===== src/rtl/chunked_borrow_subtractor_pkg.sv =====
// Shared definitions for the chunked borrow subtractor: FSM encoding, default
// widths and the chunk-count / index-width derivations.
package chunked_borrow_subtractor_pkg;

  localparam int N_W_DEFAULT = 128;
  localparam int B_W_DEFAULT = 32;

  typedef enum logic [1:0] {
    ST_IDLE = 2'd0,
    ST_RUN  = 2'd1,
    ST_DONE = 2'd2
  } state_e;

  function automatic int num_chunks(input int n_w, input int b_w);
    return n_w / b_w;
  endfunction

  // A single-chunk configuration still needs a 1-bit index register.
  function automatic int idx_width(input int nb);
    return (nb > 1) ? $clog2(nb) : 1;
  endfunction

endpackage


===== src/rtl/chunk_borrow_sub.sv =====
// Combinational B_W-bit subtract with borrow: {bout, d} = a - b - bin,
// evaluated as a zero-extended (B_W+1)-bit subtraction.
module chunk_borrow_sub #(
  parameter int B_W = 32
) (
  input  logic [B_W-1:0] a,
  input  logic [B_W-1:0] b,
  input  logic           bin,
  output logic [B_W-1:0] d,
  output logic           bout
);

  logic [B_W:0] res;

  // The MSB of the widened result goes to 1 exactly when a < b + bin.
  always_comb begin
    res = {1'b0, a} - {1'b0, b} - {{B_W{1'b0}}, bin};
  end

  assign d    = res[B_W-1:0];
  assign bout = res[B_W];

endmodule


===== src/rtl/chunked_borrow_subtractor.sv =====
// Multi-cycle wide unsigned subtractor: one B_W-bit chunk per cycle, LSB first,
// with a registered borrow and valid/ready handshakes on both sides.
module chunked_borrow_subtractor
  import chunked_borrow_subtractor_pkg::*;
#(
  parameter int N_W = N_W_DEFAULT,
  parameter int B_W = B_W_DEFAULT
) (
  input  logic           clk,
  input  logic           rst,
  input  logic           in_valid,
  output logic           in_ready,
  input  logic [N_W-1:0] a,
  input  logic [N_W-1:0] b,
  input  logic           bin,
  output logic           out_valid,
  input  logic           out_ready,
  output logic [N_W-1:0] diff,
  output logic           bout,
  output logic           zero
);

  localparam int NB    = num_chunks(N_W, B_W);
  localparam int IDX_W = idx_width(NB);
  localparam logic [IDX_W-1:0] IDX_LAST = IDX_W'(NB - 1);

  state_e           state_q, state_d;
  logic [N_W-1:0]   a_q, a_d;
  logic [N_W-1:0]   b_q, b_d;
  logic [N_W-1:0]   diff_q, diff_d;
  logic [IDX_W-1:0] idx_q, idx_d;
  logic             borrow_q, borrow_d;
  logic             zero_acc_q, zero_acc_d;
  logic             bout_q, bout_d;
  logic             zero_q, zero_d;

  logic [B_W-1:0]   a_slice, b_slice, chunk_d;
  logic             chunk_bout;

  assign a_slice = a_q[idx_q*B_W +: B_W];
  assign b_slice = b_q[idx_q*B_W +: B_W];

  chunk_borrow_sub #(
    .B_W (B_W)
  ) u_chunk_sub (
    .a    (a_slice),
    .b    (b_slice),
    .bin  (borrow_q),
    .d    (chunk_d),
    .bout (chunk_bout)
  );

  always_comb begin
    // NOTE: every variable gets its hold value first so no path through the
    // case statement can leave one unassigned and infer a latch.
    state_d    = state_q;
    a_d        = a_q;
    b_d        = b_q;
    diff_d     = diff_q;
    idx_d      = idx_q;
    borrow_d   = borrow_q;
    zero_acc_d = zero_acc_q;
    bout_d     = bout_q;
    zero_d     = zero_q;

    case (state_q)
      ST_IDLE: begin
        if (in_valid) begin
          a_d        = a;
          b_d        = b;
          borrow_d   = bin;
          idx_d      = '0;
          zero_acc_d = 1'b1;
          state_d    = ST_RUN;
        end
      end
      ST_RUN: begin
        diff_d[idx_q*B_W +: B_W] = chunk_d;
        borrow_d   = chunk_bout;
        zero_acc_d = zero_acc_q & (chunk_d == '0);
        idx_d      = idx_q + IDX_W'(1);
        if (idx_q == IDX_LAST) begin
          // Publish the flags together with the last chunk so all three
          // outputs become valid on the same edge.
          bout_d  = chunk_bout;
          zero_d  = zero_acc_d;
          state_d = ST_DONE;
        end
      end
      ST_DONE: begin
        if (out_ready) begin
          state_d = ST_IDLE;
        end
      end
      default: begin
        state_d = ST_IDLE;
      end
    endcase
  end

  // NOTE: the operand registers are reset too, not just the control state, so
  // a mid-operation reset leaves no stale operand or partial result behind.
  always_ff @(posedge clk) begin
    // NOTE: sequential state uses non-blocking assignments so every register
    // samples the pre-edge values regardless of statement order.
    if (rst) begin
      state_q    <= ST_IDLE;
      a_q        <= '0;
      b_q        <= '0;
      diff_q     <= '0;
      idx_q      <= '0;
      borrow_q   <= 1'b0;
      zero_acc_q <= 1'b0;
      bout_q     <= 1'b0;
      zero_q     <= 1'b0;
    end else begin
      state_q    <= state_d;
      a_q        <= a_d;
      b_q        <= b_d;
      diff_q     <= diff_d;
      idx_q      <= idx_d;
      borrow_q   <= borrow_d;
      zero_acc_q <= zero_acc_d;
      bout_q     <= bout_d;
      zero_q     <= zero_d;
    end
  end

  assign in_ready  = (state_q == ST_IDLE);
  assign out_valid = (state_q == ST_DONE);
  assign diff      = diff_q;
  assign bout      = bout_q;
  assign zero      = zero_q;

endmodule

===== config.mk =====
export PLATFORM = sky130hd
export DESIGN_NAME = chunked_borrow_subtractor
export DESIGN_NICKNAME = d
export VERILOG_FILES = /design/src/rtl/chunked_borrow_subtractor_pkg.sv /design/src/rtl/chunk_borrow_sub.sv /design/src/rtl/chunked_borrow_subtractor.sv
export SDC_FILE = /design/constraint.sdc
export NUM_CORES = 1
export LEC_CHECK = 0
export BUFFER_PORTS_ARGS = -buffer_cell sky130_fd_sc_hd__buf_2
export CORE_MARGIN = 2
export CORE_UTILIZATION = 35
export DETAILED_ROUTE_END_ITERATION = 6
export MAX_ROUTING_LAYER = met4
export PLACE_DENSITY = 0.56
export SYNTH_ARGS = -nofsm -noshare
export SYNTH_HDL_FRONTEND = slang
export SYNTH_SLANG_ARGS = --single-unit

===== constraint.sdc =====
create_clock -name clk -period 7.3 [get_ports clk]
set_clock_uncertainty 0.05 [all_clocks]
set_input_delay 0.73 -clock clk [delete_from_list [all_inputs] [get_ports clk]]
set_output_delay 0.73 -clock clk [all_outputs]
set_load 0.03 [all_outputs]

# --- Word-level counts from Yosys, hierarchy flattened ---
# Index checks and enable logic that the tools add are counted.
totals:
  register_bits: 392
  latchBits: 0
  ramBits: 0
  rom_bits: 0
  out_inout_bits: 132
  word_cells: 42
  mem_count: 0
op_classes:
  add_sub_neg: 4
  n_mul: 0
  n_div: 0
  magnitude_cmp: 0
  n_eq_ne: 6
  shifts: 4
  muxes: 11
  n_bitwise: 1
  reduce_logical: 7
ops:
  columns: ["op", "count"]
  rows:
  - ["$shiftx A128 B8 Y32", 2]
  - ["$bwmux W128", 1]
  - ["$shift A32 B34 Y128 const A", 1]
  - ["$shiftx A32 B34 Y128", 1]
  - ["$neg A7 Y34", 1]
  - ["$sub A32 B32 Y33", 1]
  - ["$sub A33 B1 Y33", 1]
  - ["$logic_not A32 Y1", 1]
  - ["$mux W2", 4]
  - ["$pmux W2 S3", 1]
  - ["$reduce_and A2 Y1", 3]
  - ["$eq A2 B2 Y1 const B", 2]
  - ["$ne A2 B2 Y1 const B", 2]
  - ["$pmux W1 S2", 2]
  - ["$pmux W2 S2", 1]
  - ["$reduce_and A3 Y1", 1]
  - ["$add A2 B1 Y2 const B", 1]
  - ["$eq A2 B1 Y1 const B", 1]
  - ["$logic_not A2 Y1", 1]
  - ["$mux W1", 2]
  - ["$ne A2 B1 Y1 const B", 1]
  - ["$reduce_bool A2 Y1", 1]
  - ["$and A1 B1 Y1", 1]

# --- Depth between registers and ports, before layout ---
logic_depth:
  ltp_word: 6
  mapped_depth: 18
  mapped_depth_nobuf: 14

# --- By module ---
# From an unflattened synthesis, not the netlist that was laid out.
hier_totals:
  cells_unflattened: 2202
  area_unflattened_um2: 17863.4
modules_own_cells:
  columns: ["module", "n_inst", "cells_each", "area_per_inst_um2", "seq_area_each_um2"]
  rows:
  - ["chunked_borrow_subtractor", 1, 1825, 15346.0, 7847.5]
  - ["chunk_borrow_sub", 1, 377, 2517.4, 0.0]

# --- Worst setup path after synthesis ---
# Ideal clock, no wire load.
synth_path:
  kind: "reg2reg"
  startpoint: "register idx_q[0]"
  endpoint: "register zero_q, in the netlist zero"
  setup_ps: 69
  arrival_time_ps: 4834
  t_required_ps: 7181
  path_slack_ps: 2347
  stages_incl_launch_ff: 18
  cell_sequence: "dfxtp_1 buf_6 clkbuf_1 buf_1 mux4_2 inv_1 fa_1 inv_1 fa_1 and3b_1 o21a_1 xnor2_1 or4_1 a2111oi_2 or4b_1 nor4_2 nand4_1 o21ai_1"
synth_via:
  elab_chain_cells: 5
  elab_cells_between_ends: 8
synth_lines:
  columns: ["item", "line_no", "source"]
  rows:
  - ["start, declared", "chunked_borrow_subtractor.sv:31", "logic [IDX_W-1:0] idx_q, idx_d;"]
  - ["start signal, assigned", "chunked_borrow_subtractor.sv:121", "idx_q <= idx_d;"]
  - ["$shiftx A128 B8 Y32 (on tied branches)", "chunked_borrow_subtractor.sv:40, chunked_borrow_subtractor.sv:41", null]
  - ["$sub A32 B32 Y33", "chunk_borrow_sub.sv:17", "res = {1'b0, a} - {1'b0, b} - {{B_W{1'b0}}, bin};"]
  - ["$sub A33 B1 Y33", "chunk_borrow_sub.sv:17", null]
  - ["$logic_not A32 Y1", "chunked_borrow_subtractor.sv:80", "zero_acc_d = zero_acc_q & (chunk_d == '0);"]
  - ["$and A1 B1 Y1", "chunked_borrow_subtractor.sv:80", null]
  - ["end signal, assigned", "chunked_borrow_subtractor.sv:125", "zero_q <= zero_d;"]
  - ["end, declared", "chunked_borrow_subtractor.sv:35", "logic zero_q, zero_d;"]
# Parallel ways exist; a longest one is shown, timed or not.
# A chain may end at the register's enable or synchronous reset.

# --- Worst setup path in the final report ---
# Same ends and word-level chain as after synthesis.

==> flow_summary.ini <==
[setup_path]
cp_data_arrival_time_ns = 5.74
path_class = reg2reg
critPathLaunchType = flip-flop
cp_slowest_cell = dfxtp_4
endpoint_kind = flip-flop
cp_max_fo = 32
worstPathRequired_ns = 7.75
cpLargestDelayFamily = simple AND/OR/NAND/NOR gates
crit_chain = buf_4 > mux4_2 > ha_1 > inv_1 > ha_1 > a21oi_1 > o21ai_0 > o2111ai_2 > a21oi_1 > or4_1 > and4_1 > nor4_1 > nand4_1 > o21ai_1
max_stage_delay_ns = 0.81
crit_buf_inv = 2

[sta]
worst_pin_slew_ns = 1.32
period_minus_slack_ns = 5.30
drv_slew = 0
setup_viol = 0
period_share_pct = 72.6
timing.fmax_mhz = 189
hold_viol = 0
rsz0062_at_grt = no
final.setup.tns_ns = 0
max-slew-margin-rel_pct = 11.7
holdWs_ns = 0.342

[cells_and_area]
areaGrowthSynthToFinish_pct = 21.9
finish.utilization_pct = 43.0
instances_no_fill = 3111
drive_above_1_share_pct = 22.9
final_nets = 2735

[yosys]
seq_area_frac_synth_pct = 44.7
syn_nets = 2431
yosysUniqueCellTypes = 64
avgSynthCellArea_um2 = 8.36
postSynthCellCount = 2102
yosys_warnings = 0
syn-cell-area_um2 = 17600
async_flop_share_pct = 0
synth-edff-count = 0
ys_seq_elements = 392
synth_ff_type = dfxtp_1

[placed_design]
globalplace.congestion = 0.868
port-buffer-count = 392
dp_hpwl_um = 44200
place_inst = 3033

[pwr]
intPower_mw = 4.06
switching_power_mw = 2.03
pwr-share-comb_pct = 26.1
p_leak_nw = 9.01
swShare_pct = 33.4
p_seq_share_pct = 38.2
peakVddDrop_v = 0.000181
finalPower_mw = 6.09
power_frac_clock_pct = 35.7
powerDensity_nw_per_um2 = 284

[floorplanning]
die_h_um = 228
die_x_um = 228
core_um2 = 49900
rows = 82
die_area_um2 = 52000
io-pin-count = 393
initial_utilization_pct = 35.2

[drt]
drc = 0
drt-initial-drc-count = 1189
vias_per_cell = 5.19
finalWirelength_um = 60300
ant_nets = 0
vias = 16158
first_pass_iters = 5
wl_per_cell_um = 19.4

[global_routing]
grt_pass1_vias = 15759
track_usage_pct = 23.3
grt_pass1_wl_um = 92300
grt_max_degree = 210
antenna_found_initial = 2
overflow = 0

[cts]
cts_buffers = 43
h-tree-depth = 2
clk_pin_slew_ns = 0.07
hold_buffers = 0
cts_root_buf = clkbuf_16
post_cts_resized = 0
clockBufferDepth = 3
cts_tree = yes
post_cts_buffers = 0
clk_latency_ns = 0.57
cts_sinks = 392

[status]
status = finished, final reports clean

[min_path]
hp-class = in2reg

[job]
max_cap_violations = 0
## power by group through the flow
| stage | logic (mW) | registers (mW) | clock network, mW |
|---|---|---|---|
| 2_1_floorplan | 1.00 | 2.39 | 0 |
| 3_3_place_gp | 1.57 | 2.37 | 0 |
| 3_5_place_dp | 1.58 | 2.37 | 0 |
| 4_1_cts | 1.59 | 2.32 | 2.23 |
| 5_1_grt | 1.74 | 2.34 | 2.31 |
| 6_report | 1.59 | 2.32 | 2.18 |
## routing by layer
layer,up-vias,routed length [um],global-route usage (%)
met1,7768,27200,30.6
met2,518,28100,36.9
li1,7780,-,-
met4,0,1960,8.15
met5,-,0,-
met3,92,3070,3.13
## final timing paths
check	startpoint	end	slack [ns]	cells past startpoint
setup / recovery	idx_q[0]	zero	2.00	14
hold / removal	a[51]	a_q[51]	0.34	3
setup reg to reg	idx_q[0]	zero	2.00	14
hold reg to reg	a_q[17]	a_q[17]	0.40	2
## through the flow
stage	setup slack, ns	cell area, um^2
after floorplan	2.35	17600
after global placement	1.88	20000
after detailed placement	1.91	20000
after CTS	1.87	21400
after global routing	1.43	21400
final	2.00	21400
## cells in the mapped netlist (3+ instances only)
master | number | area share (%)
nand2_1 | 557 | 12
dfxtp_1 | 392 | 45
a21oi_1 | 306 | 8.7
nor2_1 | 158 | 3.4
clkbuf_1 | 144 | 3.1
a22oi_1 | 128 | 5.5
inv_1 | 103 | 2.2
ha_1 | 66 | 4.7
mux4_2 | 63 | 8.1
o21ai_0 | 19 | 0.54
xnor2_1 | 14 | 0.70
nor3_1 | 12 | 0.34
a21o_1 | 9 | 0.38
o211ai_1 | 9 | 0.38
o21ai_1 | 9 | 0.26
nand2b_1 | 8 | 0.28
nand4_1 | 8 | 0.28
xor2_1 | 8 | 0.40
buf_1 | 7 | 0.15
a211oi_1 | 6 | 0.26
a31oi_1 | 4 | 0.14
and2_1 | 4 | 0.14
nor4_1 | 4 | 0.14
or3_1 | 4 | 0.14
and4_1 | 3 | 0.15
nand3_1 | 3 | 0.085
nor2b_1 | 3 | 0.11
o21a_1 | 3 | 0.13
o31ai_1 | 3 | 0.13
or4_1 | 3 | 0.13
## layout make-up
| class | count | area (um^2) |
|---|---|---|
| diodes | 1 | 2.50 |
| clock buffers | 67 | 1290 |
| clock inverters | 10 | 121 |
| fillers | 5114 | 28400 |
| inverters | 103 | 387 |
| multi-input cells | 1455 | 8790 |
| flip-flops and latches | 392 | 7860 |
| well taps | 672 | 841 |
| repair buffers | 411 | 2140 |
## worst reg2reg max path: cells and delay by family (launching register included)
| family | cells | cell delay (ns) |
|---|---|---|
| AOI/OAI and AO/OA | 5 | 1.23 |
| and+or+nand+nor | 4 | 1.27 |
| DFF | 1 | 0.81 |
| buffers and inverters | 2 | 0.55 |
| adders and majority gates | 2 | 0.67 |
| muxes | 1 | 0.65 |
## logic make-up (layout without fill, tap and decap cells)
kind of cell | Yosys count | in the layout | synth area share [%]
other cells | 0 | 1 | 0
buf+inv | 255 | 591 | 5.49
xor+xnor | 22 | 22 | 1.10
compound gates | 518 | 518 | 17.7
simple gates | 779 | 779 | 17.7
mux | 68 | 68 | 8.42
fa+ha+maj | 68 | 68 | 4.93
flops | 392 | 392 | 44.7
## cells in the final DEF, fill, tap and decap left out, types with 3 or more instances in the layout
master / Yosys / routed
a211oi_1: 6 / 6
nor2b_1: 3 / 3
a21o_1: 9 / 9
and4_1: 3 / 3
clkbuf_8: 0 / 10
clkinv_2: 0 / 4
nor2_1: 158 / 158
clkbuf_1: 144 / 13
or4_1: 3 / 3
xnor2_1: 14 / 14
o31ai_1: 3 / 3
nand2_1: 557 / 556
a21oi_1: 306 / 306
dfxtp_1: 392 / 390
nand4_1: 8 / 8
o21ai_1: 9 / 9
nand3_1: 3 / 3
a31oi_1: 4 / 4
and2_1: 4 / 3
inv_1: 103 / 103
clkbuf_16: 0 / 44
o21ai_0: 19 / 19
nor4_1: 4 / 3
buf_4: 0 / 17
nand2b_1: 8 / 8
buf_2: 0 / 391
mux4_2: 63 / 63
o211ai_1: 9 / 9
nor3_1: 12 / 10
ha_1: 66 / 66
o21a_1: 3 / 3
xor2_1: 8 / 8
or3_1: 4 / 4
a22oi_1: 128 / 128
## registers in the layout, summed over array words and instances, names as in the netlist
signal / cells
a_q: 128
b_q: 128
diff: 128
idx_q: 2
state_q: 2
borrow_q: 1
bout: 1
zero: 1
zero_acc_q: 1
No activity file was read; power rests on OpenSTA's default activity.
